### src/rtl/usb1bd_rx_phy_pkg.sv
// Shared types and constants for the full-speed USB receive PHY.
// Receive FSM states and the {D-, D+} line-state encodings.
package usb1bd_pkg;

    typedef enum logic [1:0] {
        IDLE  = 2'd0,
        SYNC  = 2'd1,
        DATA  = 2'd2,
        ABORT = 2'd3
    } rx_state_t;

    localparam logic [1:0] LS_SE0 = 2'b00;
    localparam logic [1:0] LS_J   = 2'b01;
    localparam logic [1:0] LS_K   = 2'b10;
    localparam logic [1:0] LS_SE1 = 2'b11;

    // NRZI: no transition between bit strobes encodes a 1.
    function automatic logic nrzi_bit(input logic cur, input logic prev);
        return cur == prev;
    endfunction

endpackage

### src/rtl/usb1bd_rx_phy_if.sv
// UTMI-style receive byte stream between the PHY and the packet disassembler.
interface usb1bd_rx_phy_if;

    logic       rx_en;
    logic [7:0] rx_data;
    logic       rx_valid;
    logic       rx_active;
    logic       rx_err;
    logic [1:0] line_state;

    modport master (
        input  rx_en,
        output rx_data, rx_valid, rx_active, rx_err, line_state
    );

    modport slave (
        output rx_en,
        input  rx_data, rx_valid, rx_active, rx_err, line_state
    );

endinterface

### src/rtl/usb1bd_rx_dpll.sv
// Line synchronisers and 4x oversampling bit-clock recovery.
// A strobe marks the sample point roughly mid-bit after each detected edge.
module usb1bd_rx_dpll
    import usb1bd_pkg::*;
(
    input  logic       clk,
    input  logic       rst,
    input  logic       rxd,
    input  logic       rxdp,
    input  logic       rxdn,
    output logic       strobe,
    output logic       rxd_s,
    output logic       se0_s,
    output logic       se1_s,
    output logic [1:0] line_state
);

    logic [1:0] rxd_sync_q;
    logic [1:0] dp_sync_q;
    logic [1:0] dn_sync_q;
    logic [1:0] prev_q;
    logic [1:0] phase_q;
    logic [1:0] phase_d;
    logic       line_edge;

    assign rxd_s      = rxd_sync_q[1];
    assign line_state = {dn_sync_q[1], dp_sync_q[1]};
    assign se0_s      = (line_state == LS_SE0);
    assign se1_s      = (line_state == LS_SE1);
    assign line_edge  = ({rxd_s, se0_s} != prev_q);
    assign strobe     = (phase_q == 2'd1);

    always_comb begin
        phase_d = phase_q + 2'd1;
        if (line_edge) begin
            phase_d = 2'd0;
        end
    end

    // Synchronisers reset to the idle J state so line_state reads J out of reset.
    always_ff @(posedge clk) begin
        if (rst) begin
            rxd_sync_q <= 2'b11;
            dp_sync_q  <= 2'b11;
            dn_sync_q  <= 2'b00;
            prev_q     <= 2'b10;
            phase_q    <= 2'd0;
        end else begin
            rxd_sync_q <= {rxd_sync_q[0], rxd};
            dp_sync_q  <= {dp_sync_q[0], rxdp};
            dn_sync_q  <= {dn_sync_q[0], rxdn};
            prev_q     <= {rxd_s, se0_s};
            phase_q    <= phase_d;
        end
    end

endmodule

### src/rtl/usb1bd_rx_phy.sv
// Full-speed USB receive PHY: NRZI decode, SYNC/EOP detection, bit-unstuffing
// and LSB-first byte assembly on top of the recovered bit strobe.
module usb1bd_rx_phy
    import usb1bd_pkg::*;
#(
    parameter int ABORT_IDLE_BITS = 7
) (
    input  logic            clk,
    input  logic            rst,
    input  logic            rxd,
    input  logic            rxdp,
    input  logic            rxdn,
    usb1bd_rx_phy_if.master rx_if
);

    localparam int CW = (ABORT_IDLE_BITS < 2) ? 1 : $clog2(ABORT_IDLE_BITS + 1);
    localparam logic [CW-1:0] IDLE_LAST = CW'(ABORT_IDLE_BITS - 1);
    localparam logic [CW-1:0] IDLE_ONE  = CW'(1);

    logic       strobe;
    logic       rxd_s;
    logic       se0_s;
    logic       se1_s;
    logic [1:0] line_state;

    rx_state_t     state_q, state_d;
    logic          prev_rxd_q, prev_rxd_d;
    logic [2:0]    ones_q, ones_d;
    logic [2:0]    bitcnt_q, bitcnt_d;
    logic [7:0]    shift_q, shift_d;
    logic          se0_seen_q, se0_seen_d;
    logic [CW-1:0] idle_cnt_q, idle_cnt_d;
    logic [7:0]    rx_data_q, rx_data_d;
    logic          rx_valid_q, rx_valid_d;
    logic          rx_active_q, rx_active_d;
    logic          rx_err_q, rx_err_d;

    logic          is_j;
    logic          is_k;
    logic          dbit;

    usb1bd_rx_dpll u_dpll (
        .clk        (clk),
        .rst        (rst),
        .rxd        (rxd),
        .rxdp       (rxdp),
        .rxdn       (rxdn),
        .strobe     (strobe),
        .rxd_s      (rxd_s),
        .se0_s      (se0_s),
        .se1_s      (se1_s),
        .line_state (line_state)
    );

    assign is_j = !se0_s && !se1_s &&  rxd_s;
    assign is_k = !se0_s && !se1_s && !rxd_s;
    assign dbit = nrzi_bit(rxd_s, prev_rxd_q);

    assign rx_if.rx_data    = rx_data_q;
    assign rx_if.rx_valid   = rx_valid_q;
    assign rx_if.rx_active  = rx_active_q;
    assign rx_if.rx_err     = rx_err_q;
    assign rx_if.line_state = line_state;

    always_comb begin
        state_d     = state_q;
        prev_rxd_d  = prev_rxd_q;
        ones_d      = ones_q;
        bitcnt_d    = bitcnt_q;
        shift_d     = shift_q;
        se0_seen_d  = se0_seen_q;
        idle_cnt_d  = idle_cnt_q;
        rx_data_d   = rx_data_q;
        rx_valid_d  = 1'b0;
        rx_active_d = rx_active_q;
        rx_err_d    = 1'b0;

        if (strobe && !se0_s && !se1_s) begin
            prev_rxd_d = rxd_s;
        end

        unique case (state_q)
            IDLE: begin
                se0_seen_d = 1'b0;
                if (strobe && is_k && rx_if.rx_en) begin
                    state_d = SYNC;
                end
            end

            SYNC: begin
                if (!rx_if.rx_en) begin
                    state_d = IDLE;
                end else if (strobe) begin
                    if (se0_s || se1_s) begin
                        state_d = IDLE;
                    end else if (dbit) begin
                        // The closing KK of SYNC is a 1 and seeds the stuff counter.
                        state_d     = DATA;
                        rx_active_d = 1'b1;
                        ones_d      = 3'd1;
                        bitcnt_d    = 3'd0;
                        se0_seen_d  = 1'b0;
                    end
                end
            end

            DATA: begin
                if (!rx_if.rx_en) begin
                    state_d     = ABORT;
                    rx_active_d = 1'b0;
                    idle_cnt_d  = '0;
                    se0_seen_d  = 1'b0;
                end else if (strobe) begin
                    if (se1_s || (!se0_s && !se0_seen_q && ones_q == 3'd6 && dbit)) begin
                        state_d     = ABORT;
                        rx_active_d = 1'b0;
                        rx_err_d    = 1'b1;
                        idle_cnt_d  = '0;
                        se0_seen_d  = 1'b0;
                    end else if (se0_s) begin
                        se0_seen_d = 1'b1;
                    end else if (se0_seen_q) begin
                        // End of packet; any dribble bits in the shifter are dropped.
                        state_d     = is_j ? IDLE : ABORT;
                        rx_active_d = 1'b0;
                        idle_cnt_d  = '0;
                        se0_seen_d  = 1'b0;
                    end else if (ones_q == 3'd6) begin
                        ones_d = 3'd0;
                    end else begin
                        ones_d   = dbit ? (ones_q + 3'd1) : 3'd0;
                        shift_d  = {dbit, shift_q[7:1]};
                        bitcnt_d = bitcnt_q + 3'd1;
                        if (bitcnt_q == 3'd7) begin
                            rx_data_d  = {dbit, shift_q[7:1]};
                            rx_valid_d = 1'b1;
                        end
                    end
                end
            end

            ABORT: begin
                if (strobe) begin
                    if (se0_s) begin
                        se0_seen_d = 1'b1;
                        idle_cnt_d = '0;
                    end else if (is_j) begin
                        if (se0_seen_q || idle_cnt_q == IDLE_LAST) begin
                            state_d    = IDLE;
                            idle_cnt_d = '0;
                        end else begin
                            idle_cnt_d = idle_cnt_q + IDLE_ONE;
                        end
                    end else begin
                        idle_cnt_d = '0;
                        se0_seen_d = 1'b0;
                    end
                end
            end

            default: state_d = IDLE;
        endcase
    end

    always_ff @(posedge clk) begin
        if (rst) begin
            state_q     <= IDLE;
            prev_rxd_q  <= 1'b1;
            ones_q      <= 3'd0;
            bitcnt_q    <= 3'd0;
            se0_seen_q  <= 1'b0;
            idle_cnt_q  <= '0;
            rx_data_q   <= 8'h00;
            rx_valid_q  <= 1'b0;
            rx_active_q <= 1'b0;
            rx_err_q    <= 1'b0;
        end else begin
            state_q     <= state_d;
            prev_rxd_q  <= prev_rxd_d;
            ones_q      <= ones_d;
            bitcnt_q    <= bitcnt_d;
            se0_seen_q  <= se0_seen_d;
            idle_cnt_q  <= idle_cnt_d;
            rx_data_q   <= rx_data_d;
            rx_valid_q  <= rx_valid_d;
            rx_active_q <= rx_active_d;
            rx_err_q    <= rx_err_d;
        end
    end

    always_ff @(posedge clk) begin
        shift_q <= shift_d;
    end

endmodule

### src/flat_wrapper.sv
// flat-port wrapper written by rule: the top's interface ports become plain ports
module usb1bd_rx_phy_flat import usb1bd_pkg::*;
#(
    parameter int ABORT_IDLE_BITS = 7
)
  (clk, rst, rxd, rxdp, rxdn, rx_if_rx_en, rx_if_rx_data, rx_if_rx_valid, rx_if_rx_active, rx_if_rx_err, rx_if_line_state);
  usb1bd_rx_phy_if rx_if_i ();
  input  logic clk;
  input  logic rst;
  input  logic rxd;
  input  logic rxdp;
  input  logic rxdn;
  input wire logic [$bits(rx_if_i.rx_en)-1:0] rx_if_rx_en;
  output wire logic [$bits(rx_if_i.rx_data)-1:0] rx_if_rx_data;
  output wire logic [$bits(rx_if_i.rx_valid)-1:0] rx_if_rx_valid;
  output wire logic [$bits(rx_if_i.rx_active)-1:0] rx_if_rx_active;
  output wire logic [$bits(rx_if_i.rx_err)-1:0] rx_if_rx_err;
  output wire logic [$bits(rx_if_i.line_state)-1:0] rx_if_line_state;
  assign rx_if_i.rx_en = rx_if_rx_en;
  assign rx_if_rx_data = rx_if_i.rx_data;
  assign rx_if_rx_valid = rx_if_i.rx_valid;
  assign rx_if_rx_active = rx_if_i.rx_active;
  assign rx_if_rx_err = rx_if_i.rx_err;
  assign rx_if_line_state = rx_if_i.line_state;
  usb1bd_rx_phy #(.ABORT_IDLE_BITS(ABORT_IDLE_BITS)) u_core (.clk(clk), .rst(rst), .rxd(rxd), .rxdp(rxdp), .rxdn(rxdn), .rx_if(rx_if_i));
endmodule
### config.mk
export PLATFORM = sky130hd
export DESIGN_NAME = usb1bd_rx_phy_flat
export DESIGN_NICKNAME = d
export VERILOG_FILES = /design/src/rtl/usb1bd_rx_phy_pkg.sv /design/src/rtl/usb1bd_rx_phy_if.sv /design/src/rtl/usb1bd_rx_dpll.sv /design/src/rtl/usb1bd_rx_phy.sv /design/src/flat_wrapper.sv
export SDC_FILE = /design/constraint.sdc
export NUM_CORES = 1
export LEC_CHECK = 0
export CAP_MARGIN = 20
export CORE_ASPECT_RATIO = 1.5
export CORE_MARGIN = 4
export CORE_UTILIZATION = 36
export DETAILED_ROUTE_END_ITERATION = 8
export PLACE_DENSITY = 0.6
export SYNTH_ARGS = -nofsm -noshare
export SYNTH_HDL_FRONTEND = slang
export SYNTH_SLANG_ARGS = --single-unit
### constraint.sdc
create_clock -name clk -period 2 [get_ports clk]
set_input_delay 0.4 -clock clk [delete_from_list [all_inputs] [get_ports clk]]
set_output_delay 0.4 -clock clk [all_outputs]
set_load 0.02 [all_outputs]
==> flow_metrics.env, run 1 <==
export IMPL_layout_common_cells="33 x dfxtp_1, 29 x buf_4, 18 x clkdlybuf4s50_1"
export IMPL_viasPerCell=4.94
export IMPL_cts_buffer_depth=2
export IMPL_cts_sinks=41
export IMPL_peakVddDrop_uv=323
export IMPL_yosys_cell_types_count=48
export IMPL_cts_made_buffers=5
export IMPL_core_um2=5120
export IMPL_place_hpwl_um=2940
export IMPL_setup_viol=0
export IMPL_worstMarginPinSlew_ps=465
export IMPL_cts_tree="yes"
export IMPL_routed_wl_um=3910
export IMPL_placed_cell_area_um2=2300
export IMPL_grt_max_degree=14
export IMPL_power_density_nw_per_um2=692
export IMPL_rsz0062_at_grt="false"
export IMPL_worstPathMaxFanout=6
export IMPL_cts_setup_buffers=0
export IMPL_crit_required_ps=2000
export IMPL_dp_slack_ps=-111
export IMPL_synth_area_leaders="dfxtp_1 36%, edfxtp_1 11%, ha_1 6.0%, a21oi_1 3.5%, nor2_1 3.4%"
export IMPL_crit_arrival_ps=1880
export IMPL_die_y_um=96.6
export IMPL_end_kind="flip-flop"
export IMPL_avgSynthCellArea_um2=9.76
export IMPL_synth_edff_count=7
export IMPL_grt_use_total=0.136
export IMPL_status="complete, no violations"
export IMPL_min_period_ps=1880
export IMPL_synthAdderAreaFrac=0.0598
export IMPL_routabilityCongestion=0.778
export IMPL_ant_nets=0
export IMPL_rows=32
export IMPL_drt_iter0_markers=41
export IMPL_grt_pass1_vias=1539
export IMPL_worstSkewPairLatency_ps=290
export IMPL_yosysWarnings=0
export IMPL_fmax_ghz=0.531
export IMPL_final_cells=306
export IMPL_dieArea_um2=6480
export IMPL_synth_compound_area_frac=0.172
export IMPL_die_x_um=67.1
export IMPL_cap_violations=0
export IMPL_cts_root_buf="clkbuf_8"
export IMPL_dp_cells=297
export IMPL_seq_area_frac_synth=0.473
export IMPL_grt_pass1_wl_um=6850
export IMPL_synth_xor_area_frac=0.0179
export IMPL_fin_tns_setup_ps=0
export IMPL_wl_per_cell_um=12.8
export IMPL_grt_overflow=0
export IMPL_drive_gt1_frac=0.244
export IMPL_hp_class="flip-flop to flip-flop"
export IMPL_clk_pin_slew_worst_paths_ps=80
export IMPL_synth_top_area_frac=0.361
export IMPL_setup_worst_path_start_class="flip-flop"
export IMPL_ys_ff_latch=41
export IMPL_syn_area_um2=1880
export IMPL_diodes=0
export IMPL_drt_pass1_iterations=4
export IMPL_num_fill_cells=534
export IMPL_antenna_found_initial=0
export IMPL_ios=19
export IMPL_synth_mux_area_fraction=0.0212
export IMPL_drc=0
export IMPL_fin_nets=252
export IMPL_synth_top_family_by_area="simple AND/OR/NAND/NOR gates"
export IMPL_drv_slew=0
export IMPL_clock_skew_ps=6.86
export IMPL_netlist_top_cell_by_area="dfxtp_1"
export IMPL_synth_simple_area_share=0.195
export IMPL_netlist_instances=193
export IMPL_period_share=0.942
export IMPL_synth_fp_nets=208
export IMPL_hold_viol=0
export IMPL_vias=1511
export IMPL_slew_headroom=0.687
export IMPL_initial_core_util=0.368
export IMPL_fin_area_um2=2420
export IMPL_synth_top_flop_cell="dfxtp_1"
export IMPL_htree_num_levels=2
export IMPL_port_buffers=18
export IMPL_layout_commonest_cell="dfxtp_1"
export IMPL_timing_final_ws_setup_ps=116
export IMPL_leakagePower_nw=0.914
export IMPL_syn_to_final_growth_pct=28.5
export IMPL_async_reset_ff_frac=0
export IMPL_finalPower_mw=1.68
export IMPL_crit_type="flip-flop to flip-flop"
-- flip-flops by register name, indices dropped and copies added, names as in the netlist --
signal and count:
u_core.bitcnt_q 3, u_core.idle_cnt_q 3, u_core.ones_q 3, u_core.prev_rxd_q 1, u_core.rx_if.rx_active 1, u_core.rx_if.rx_data 8, u_core.rx_if.rx_err 1, u_core.rx_if.rx_valid 1
u_core.se0_seen_q 1, u_core.shift_q 7, u_core.state_q 2, u_core.u_dpll.dn_sync_q 2, u_core.u_dpll.dp_sync_q 2, u_core.u_dpll.phase_q 2, u_core.u_dpll.prev_q 2, u_core.u_dpll.rxd_sync_q 2
-- stage by stage --
step	hold slack [ps]	utilization
floorplan	389	-
global placement	394	0.449
detailed placement	398	0.449
CTS	419	0.467
global route	431	0.472
finish	413	0.472
-- logic make-up (layout without fill, tap and decap cells) --
| logic type | Yosys count | in the layout |
|---|---|---|
| flip-flops | 41 | 41 |
| buffers and inverters | 23 | 68 |
| AND/OR/NAND/NOR | 73 | 73 |
| adder cells (fa/ha/maj) | 9 | 9 |
| multiplexers | 4 | 4 |
| XOR/XNOR | 3 | 3 |
| AO/OA/AOI/OAI | 40 | 40 |
-- layer usage --
metal	up-vias	global-route usage	part of all wire
met3	11	0.0302	0.035
met1	699	0.152	0.41
met5	-	0	0
met4	0	0.0719	0.037
met2	39	0.230	0.52
li1	762	-	-
-- critical path: stages, from the launching register on --
cell and delay [ps]:
dfxtp_2 350, inv_1 50, ha_2 210, or3_4 400, a2111oi_4 330, buf_2 260
-- final timing paths --
path | from | endpoint | slack [ps] | depth (start not counted)
hold reg to reg | u_core.u_dpll.rxd_sync_q[0] | u_core.u_dpll.rxd_sync_q[1] | 410 | 1
setup / recovery | u_core.u_dpll.dp_sync_q[1] | u_core.shift_q[5] | 120 | 5
hold / removal | u_core.u_dpll.rxd_sync_q[0] | u_core.u_dpll.rxd_sync_q[1] | 410 | 1
setup reg to reg | u_core.u_dpll.dp_sync_q[1] | u_core.shift_q[5] | 120 | 5
-- area by class of cell --
class / count / area (um2) / area share
Multi-Input combinational cell: 129 / 900 / 0.372
Sequential cell: 41 / 892 / 0.368
Timing Repair Buffer: 49 / 414 / 0.171
Tap cell: 68 / 85.1 / 0.0351
Clock buffer: 5 / 68.8 / 0.0284
Inverter: 11 / 43.8 / 0.0181
Clock inverter: 3 / 17.5 / 0.00724
-- power by group --
part,internal (mW),switching [mW]
logic,0.128,0.132
registers,0.861,0.0273
clock network,0.241,0.287
-- synthesized netlist by cell type (all sizes together), types with 3 or more instances --
master and n:
dfxtp 34, nor2 17, nand2 16, a21oi 13, inv 11, nand3 11, ha 9, edfxtp 7
buf 6, clkbuf 6, o21ai 6, nor2b 5, or2 5, mux2i 4, nor3 4, a31oi 3
and3 3, or3 3
-- timing repair --
item	4_1_cts	5_1_grt
hold buffers	0	0
cloned	0	1
endpoints found under the hold margin	0	0
gates resized for setup	1	6
pin swaps	0	1
endpoints found under the setup margin	12	24
Note: power is estimated with default switching activity, not from simulation.
==> inputs of run 2 (changes only) <==
--- a/config.mk
+++ b/config.mk
@@ -8,9 +8,10 @@
 export CAP_MARGIN = 20
 export CORE_ASPECT_RATIO = 1.5
 export CORE_MARGIN = 4
-export CORE_UTILIZATION = 36
+export CORE_UTILIZATION = 50
+export CTS_CLUSTER_DIAMETER = 60
 export DETAILED_ROUTE_END_ITERATION = 8
-export PLACE_DENSITY = 0.6
+export PLACE_DENSITY = 0.77
 export SYNTH_ARGS = -nofsm -noshare
 export SYNTH_HDL_FRONTEND = slang
 export SYNTH_SLANG_ARGS = --single-unit
==> flow_metrics.env, run 2 (synthesized netlist as in run 1, its figures left out) <==
export IMPL_place_hpwl_um=2750
export IMPL_grt_max_degree=14
export IMPL_die_x_um=58.1
export IMPL_crit_type="flip-flop to flip-flop"
export IMPL_cp_cell_sequence="inv_1 -> ha_2 -> nand4b_1 -> buf_4 -> o221ai_1 -> o31ai_1 -> nor4_1 -> nor3_1"
export IMPL_cts_buffer_depth=2
export IMPL_fin_nets=245
export IMPL_routabilityCongestion=0.902
export IMPL_dp_cells=264
export IMPL_clk_pin_slew_worst_paths_ps=80
export IMPL_initial_core_util=0.516
export IMPL_grt_pass1_wl_um=6460
export IMPL_period_share=0.980
export IMPL_fin_area_um2=2360
export IMPL_power_density_nw_per_um2=748
export IMPL_drive_gt1_frac=0.225
export IMPL_cts_made_buffers=5
export IMPL_drt_pass1_iterations=5
export IMPL_setup_viol=0
export IMPL_end_kind="flip-flop"
export IMPL_leakagePower_nw=0.893
export IMPL_vias=1522
export IMPL_grt_use_total=0.172
export IMPL_crit_path_max_incr_delay_ps=350
export IMPL_worstSkewPairLatency_ps=290
export IMPL_cts_sinks=41
export IMPL_port_buffers=18
export IMPL_grt_overflow=0
export IMPL_layout_commonest_cell="dfxtp_1"
export IMPL_rows=27
export IMPL_grt_pass1_vias=1506
export IMPL_syn_to_final_growth_pct=25.1
export IMPL_rsz0062_at_grt="true"
export IMPL_antenna_found_initial=0
export IMPL_fmax_ghz=0.510
export IMPL_crit_required_ps=2170
export IMPL_ant_nets=0
export IMPL_holdPathEnd="u_core.u_dpll.rxd_sync_q[1]"
export IMPL_hold_viol=0
export IMPL_worstPathMaxFanout=4
export IMPL_hold_buffers=0
export IMPL_peakVddDrop_uv=496
export IMPL_routed_wl_um=3760
export IMPL_setup_worst_path_start_class="flip-flop"
export IMPL_final_core_util=0.646
export IMPL_ff2ff_path_depth=8
export IMPL_cpMaxStageDelayCell="nor4_1"
export IMPL_diodes=0
export IMPL_wl_per_cell_um=13.7
export IMPL_crit_arrival_ps=2130
export IMPL_cts_tree="yes"
export IMPL_dieArea_um2=4840
export IMPL_placed_cell_area_um2=2210
export IMPL_ios=19
export IMPL_drv_slew=0
export IMPL_min_period_ps=1960
export IMPL_regToRegSetupSlack_ps=40
export IMPL_largest_register_ffs=8
export IMPL_htree_num_levels=2
export IMPL_min_path_cells=1
export IMPL_slew_headroom=0.658
export IMPL_cp_num_buf_inv=2
export IMPL_reg2reg_from="u_core.u_dpll.dn_sync_q[1]"
export IMPL_die_y_um=83.2
export IMPL_cap_violations=0
export IMPL_r2r_end="u_core.state_q[1]"
export IMPL_hp_class="flip-flop to flip-flop"
export IMPL_status="complete, no violations"
export IMPL_clock_skew_ps=5.71
export IMPL_drc=0
export IMPL_num_fill_cells=306
export IMPL_cpLargestDelayFamily="simple AND/OR/NAND/NOR gates"
export IMPL_viasPerCell=5.55
export IMPL_holdCritStartpoint="u_core.u_dpll.rxd_sync_q[0]"
export IMPL_core_um2=3650
export IMPL_drt_iter0_markers=35
export IMPL_worstMarginPinSlew_ps=509
export IMPL_layout_common_cells="32 x dfxtp_1, 23 x buf_4, 18 x clkdlybuf4s50_1"
export IMPL_cts_root_buf="clkbuf_8"
export IMPL_final_cells=274
-- run 2: changes by cell type in the layout (fill, tap and decap cells not counted), sizes merged --
cell,delta
buf,-7
bufinv,+1
clkbuf,+1
clkinv,-1
clkinvlp,-1
-- run 2: cell type report --
type	instances	area, um2	share of cell area
clock buffers	6	72.6	0.0308
clock inverters	2	35.0	0.0149
inverters	11	43.8	0.0186
multi-input cells	129	895	0.380
flip-flops and latches	41	893	0.379
well taps	43	53.8	0.0228
repair buffers	42	364	0.154
-- run 2: how the worst max path moves through the flow --
stage	cells past startpoint	endpoint	start
6_report	8	u_core.state_q[1]	u_core.u_dpll.dn_sync_q[1]
5_1_grt	9	u_core.state_q[0]	u_core.u_dpll.dp_sync_q[1]
3_5_place_dp	6	u_core.rx_if.rx_data[3]	rx_if_rx_en
2_1_floorplan	5	u_core.shift_q[1]	u_core.u_dpll.dp_sync_q[1]
4_1_cts	6	u_core.idle_cnt_q[2]	u_core.u_dpll.dp_sync_q[1]
3_3_place_gp	6	u_core.state_q[0]	rx_if_rx_en
-- run 2: worst reg2reg max path: cells and delay by family, from the launching register on --
family,cells,cell delay (ps)
AND/OR/NAND/NOR,3,610
AO/OA/AOI/OAI,2,350
flip-flops,1,330
adder cells (fa/ha/maj),1,320
buffers and inverters,2,240
-- run 2: stage by stage --
step	worst slack (ps)	hold slack (ps)	TNS [ps]	power [mW]
6_report	39.4	416	0	1.76
5_1_grt	-20.8	439	-46.0	1.85
4_1_cts	37.0	420	0	1.78
3_5_place_dp	-89.2	399	-1200	1.14
3_3_place_gp	-54.1	397	-566	1.13
2_1_floorplan	58.8	389	0	1.07
-- run 2: power by group --
part           internal, mW  switching, mW  total, mW
Combinational         0.107          0.117      0.224
Sequential            0.862         0.0403      0.902
Clock                 0.370          0.267      0.638
-- run 2: layer usage --
metal  track usage  share of wire
met1         0.184           0.40
met2         0.296           0.51
met3        0.0451          0.042
met4        0.0907          0.047
met5             0              0
-- run 2: what timing repair did --
| item | CTS | global route |
|---|---|---|
| pin swaps | 0 | 5 |
| buffers inserted | 1 | 1 |
| resized for setup | 1 | 7 |
| endpoints found under the setup margin | 1 | 18 |
